[src/rtl/apb_master.sv]
// APB master: accepts one command at a time and runs a SETUP/ACCESS transfer to one of NSLV slaves.
// Optional ACCESS timeout is compiled in with `define APB_MASTER_TIMEOUT_EN.
module apb_master #(
    parameter int ADDR_W  = 16,
    parameter int DATA_W  = 32,
    parameter int NSLV    = 4,
    parameter int TIMEOUT = 16
) (
    input  logic                   clk,
    input  logic                   rst,
    input  logic                   cmd_valid,
    output logic                   cmd_ready,
    input  logic                   cmd_write,
    input  logic [ADDR_W-1:0]      cmd_addr,
    input  logic [DATA_W-1:0]      cmd_wdata,
    output logic                   rsp_valid,
    output logic [DATA_W-1:0]      rsp_rdata,
    output logic                   rsp_err,
    output logic [ADDR_W-1:0]      paddr,
    output logic                   pwrite,
    output logic [DATA_W-1:0]      pwdata,
    output logic [NSLV-1:0]        psel,
    output logic                   penable,
    input  logic [NSLV*DATA_W-1:0] prdata,
    input  logic [NSLV-1:0]        pready,
    input  logic [NSLV-1:0]        pslverr
);

    localparam int SW = $clog2(NSLV);

    if (NSLV < 2 || (1 << SW) != NSLV || TIMEOUT < 1 || TIMEOUT > 255) begin : g_param_check
        $error("apb_master: NSLV must be a power of two >= 2 and TIMEOUT in 1..255");
    end

    typedef enum logic [1:0] {IDLE, SETUP, ACCESS} state_t;

    state_t          state;
    logic [SW-1:0]   sel;
    logic [SW-1:0]   cmd_sel;
    logic            sel_ready;
    logic [DATA_W-1:0] sel_rdata;
    logic            accept;
    logic            timeout;

    assign cmd_sel   = cmd_addr[ADDR_W-1 -: SW];
    assign sel_ready = pready[sel];
    assign sel_rdata = prdata[int'(sel)*DATA_W +: DATA_W];

    // A ready slave always wins over the timeout, so ACCESS acceptance only needs pready[s].
    assign cmd_ready = !rst && ((state == IDLE) || (state == ACCESS && sel_ready));
    assign accept    = cmd_valid && cmd_ready;

`ifdef APB_MASTER_TIMEOUT_EN
    logic [7:0] tcnt;
    assign timeout = (state == ACCESS) && !sel_ready && (tcnt == 8'(TIMEOUT - 1));
`else
    assign timeout = 1'b0;
`endif

    always_ff @(posedge clk) begin
        if (rst) begin
            state     <= IDLE;
            sel       <= '0;
            psel      <= '0;
            penable   <= 1'b0;
            paddr     <= '0;
            pwrite    <= 1'b0;
            pwdata    <= '0;
            rsp_valid <= 1'b0;
            rsp_rdata <= '0;
            rsp_err   <= 1'b0;
`ifdef APB_MASTER_TIMEOUT_EN
            tcnt      <= '0;
`endif
        end else begin
            rsp_valid <= 1'b0;
            case (state)
                IDLE: begin
                    psel    <= '0;
                    penable <= 1'b0;
                end
                SETUP: begin
                    penable <= 1'b1;
                    state   <= ACCESS;
`ifdef APB_MASTER_TIMEOUT_EN
                    tcnt    <= '0;
`endif
                end
                ACCESS: begin
                    if (sel_ready) begin
                        rsp_valid <= 1'b1;
                        rsp_err   <= pslverr[sel];
                        rsp_rdata <= (!pwrite && !pslverr[sel]) ? sel_rdata : '0;
                        psel      <= '0;
                        penable   <= 1'b0;
                        state     <= IDLE;
                    end else if (timeout) begin
                        rsp_valid <= 1'b1;
                        rsp_err   <= 1'b1;
                        rsp_rdata <= '0;
                        psel      <= '0;
                        penable   <= 1'b0;
                        state     <= IDLE;
                    end
`ifdef APB_MASTER_TIMEOUT_EN
                    else begin
                        tcnt <= tcnt + 8'd1;
                    end
`endif
                end
                default: begin
                    psel    <= '0;
                    penable <= 1'b0;
                    state   <= IDLE;
                end
            endcase

            // Acceptance (from IDLE or on ACCESS completion) overrides the IDLE fallback above.
            if (accept) begin
                sel     <= cmd_sel;
                paddr   <= cmd_addr;
                pwrite  <= cmd_write;
                pwdata  <= cmd_wdata;
                psel    <= NSLV'(1) << cmd_sel;
                penable <= 1'b0;
                state   <= SETUP;
            end
        end
    end

endmodule
[config.mk]
export PLATFORM = sky130hd
export DESIGN_NAME = apb_master
export DESIGN_NICKNAME = d
export VERILOG_FILES = /design/src/rtl/apb_master.sv
export SDC_FILE = /design/constraint.sdc
export NUM_CORES = 1
export LEC_CHECK = 0
export ABC_CLOCK_PERIOD_IN_PS = 2200
export BUFFER_PORTS_ARGS = -buffer_cell sky130_fd_sc_hd__clkbuf_2
export CELL_PAD_IN_SITES_DETAIL_PLACEMENT = 1
export CELL_PAD_IN_SITES_GLOBAL_PLACEMENT = 1
export CORE_MARGIN = 8
export CORE_UTILIZATION = 31
export DETAILED_ROUTE_END_ITERATION = 6
export PLACE_DENSITY_LB_ADDON = 0.1
export SLEW_MARGIN = 25
export SYNTH_ARGS = -nofsm -noshare
export SYNTH_HDL_FRONTEND = slang
export SYNTH_SLANG_ARGS = --single-unit
[constraint.sdc]
create_clock -name clk -period 2.2 [get_ports clk]
set_input_delay 0.22 -clock clk [delete_from_list [all_inputs] [get_ports clk]]
set_output_delay 0.22 -clock clk [all_outputs]
set_load 0.01 [all_outputs]
==> impl_metrics.py <==
metrics = {
    "cts": {
        "cts_hold_buf": 0,
        "cts_root_buffer": "clkbuf_16",
        "cts_tree": "yes",
        "postCtsSetupBuffers": 0,
        "clk_latency_ps": 340,
        "clock_sinks": 90,
        "clk_pin_slew_ps": 70,
        "cts_resized": 0,
        "clockBufferDepth": 2,
        "h-tree-depth": 3,
        "numCtsBuffers": 9,
    },
    "floorplan": {
        "die_area_um2": 18400,
        "initial_core_util": 0.319,
        "core-area_um2": 13900,
        "die_w_um": 136,
        "io_pins": 277,
        "die_h_um": 136,
        "rows": 43,
    },
    "synth": {
        "yosys-top-cells-count": "dfxtp_1 (90), inv_1 (66), nor2b_1 (50), mux2_2 (48), mux4_2 (35)",
        "synth_compound_area_frac": 0.103,
        "yosysTopAreaCellShare": 0.405,
        "synth_edf_count": 0,
        "synth_top_flop_cell": "dfxtp_1",
        "synthAdderAreaFrac": 0,
        "syn_inst": 380,
        "synth-seq-cells": 90,
        "yosys.area_share.simple": 0.0900,
        "synthArstFlopShare": 0,
        "synth_top_family_by_area": "multiplexers",
        "syn_area_um2": 4450,
        "avgSynthCellArea_um2": 11.7,
        "syn-num-nets": 568,
        "synth_xor_area_frac": 0,
        "synth_cell_type_count": 29,
        "yosysWarnings": 0,
        "ys_top_cells_by_area": "dfxtp_1 (41%), mux4_2 (18%), mux2_2 (12%)",
        "yosysTopAreaCell": "dfxtp_1",
        "synth-seq-area-share": 0.405,
        "synth.most_common_cell": "dfxtp_1",
        "synth_mux_area_frac": 0.305,
    },
    "pwr": {
        "finalPower_mw": 4.15,
        "peakVddDrop_mv": 0.321,
        "p_per_area_nw_per_um2": 663,
        "p_leak_nw": 2.95,
    },
    "placement": {
        "place.detailed.hpwl_um": 12800,
        "place_congestion": 0.794,
        "dp_cells": 812,
        "portBuffers": 276,
    },
    "sta": {
        "min_period_ps": 1920,
        "fmax_mhz": 520,
        "tightest_slew_ps": 768,
        "setup_tns_ps": 0,
        "fin_skew_ps": 5.25,
        "drv_slew": 0,
        "finalSetupViolations": 0,
        "hold_viol_final": 0,
        "grt_setup_unrepaired": "false",
        "max_slew_margin": 0.488,
        "finalCritPeriodShare": 0.873,
    },
    "global_route": {
        "grt_max_degree": 51,
        "grtUsageTotal": 0.167,
        "grt_pass1_vias": 4444,
        "antenna_found_initial": 0,
        "grt_pass1_wl_um": 24000,
        "overflow": 0,
    },
    "detailed_routing": {
        "wl_per_cell_um": 19.1,
        "top_layer": "met4",
        "initialDrtViolationCount": 95,
        "ant_nets": 0,
        "wl_um": 15800,
        "vias": 3947,
        "dr.pass1.iters": 4,
        "met1_length_um": 5660,
        "wl_met2_um": 8470,
        "route.detailed.drc": 0,
        "met3_length_um": 1490,
        "viasPerCell": 4.77,
    },
    "final_layout": {
        "fill_cells": 1624,
        "syn_to_final_growth_pct": 40.6,
        "diodes": 0,
        "stdcell_count": 828,
        "final_nets": 831,
        "drive_above_1_share": 0.613,
    },
    "outcome": {
        "outcome": "complete, no violations",
    },
    "critical_path": {
        "worst_ep_arrival_time_ps": 2150,
        "required_ps": 2430,
        "crit_fanout": 50,
        "path_class": "register to register",
        "startpoint_type": "register",
        "endpoint_kind": "register",
    },
    "hold_path": {
        "hold_class": "input port to register",
    },
    "job": {
        "drv_cap": 0,
    },
}
==> kinds of logic after synthesis <==
kind of cell / Yosys count
mux: 86
flops: 90
simple gates: 63
compound gates: 43
buf+inv: 98
==> power by group <==
| part | internal [mW] | leakage, nW | switching [mW] |
|---|---|---|---|
| logic | 0.441 | 2.08 | 0.376 |
| clock network | 0.886 | 0.134 | 0.678 |
| registers | 1.72 | 0.736 | 0.0498 |
| total | 3.05 | 2.95 | 1.10 |
==> worst max-delay path, cell delays in order (launching register included) <==
cell and delay, ps:
dfxtp_2 360, mux4_2 580, o21ai_4 170, buf_12 270, mux2_2 370
==> path summary, 6_finish.rpt <==
check / startpoint / to / slack, ps / cells past startpoint
hold reg to reg: rsp_rdata[25]$_SDFFE_PP0P_ / rsp_rdata[25]$_SDFFE_PP0P_ / 450 / 2
setup reg to reg: paddr[14]$_SDFFE_PP0P_ / paddr[8]$_SDFFE_PP0P_ / 280 / 4
setup / recovery: paddr[14]$_SDFFE_PP0P_ / paddr[8]$_SDFFE_PP0P_ / 280 / 4
hold / removal: cmd_wdata[3] / pwdata[3]$_SDFFE_PP0P_ / 100 / 2
==> sequential cells by signal, summed over array words and instances (netlist names) <==
signal and count:
pwdata 32, rsp_rdata 32, paddr 16, psel 4, state 2, penable 1
pwrite 1, rsp_err 1, rsp_valid 1
==> per-stage QoR <==
step / hold slack (ps) / setup slack, ps / utilization / area, um^2
global route: 84.6 / 198 / 0.449 / 6250
global placement: 441 / 314 / 0.427 / 5950
finish: 98.3 / 279 / 0.449 / 6250
floorplan: 364 / 395 / - / 4450
detailed placement: 444 / 273 / 0.427 / 5950
CTS: 81.1 / 260 / 0.449 / 6250
==> layout by cell type (no fill, tap or decap), drive strengths merged <==
| cell type | n |
|---|---|
| or4 | 1 |
| a32o | 4 |
| a21bo | 1 |
| dfxtp | 90 |
| o21ai | 1 |
| o32ai | 32 |
| nand3 | 1 |
| mux2i | 3 |
| mux2 | 48 |
| a21o | 1 |
| nand2b | 5 |
| a21oi | 2 |
| nor2b | 50 |
| clkinv | 1 |
| a221o | 1 |
| nor4bb | 1 |
| nor4b | 1 |
| clkbuf | 285 |
| nor2 | 1 |
| bufinv | 1 |
| buf | 6 |
| nor3b | 2 |
| a211oi | 1 |
| nor4 | 1 |
| clkinvlp | 4 |
| inv | 69 |
| mux4 | 35 |
==> final cells by class <==
cell class,instances,area (um^2),share of cell area
Tap cell,180,225,0.0360
Multi-Input combinational cell,192,2220,0.354
Sequential cell,90,1800,0.288
Clock buffer,9,225,0.0360
Inverter,68,255,0.0408
Clock inverter,7,77.6,0.0124
Timing Repair Buffer,282,1450,0.232
==> per-layer routing <==
layer / vias up / GRT usage
met5: - / 0
met4: 0 / 0.0518
met3: 11 / 0.0612
met2: 152 / 0.312
met1: 1912 / 0.169
li1: 1872 / -
(Power assumes the default switching activity.)
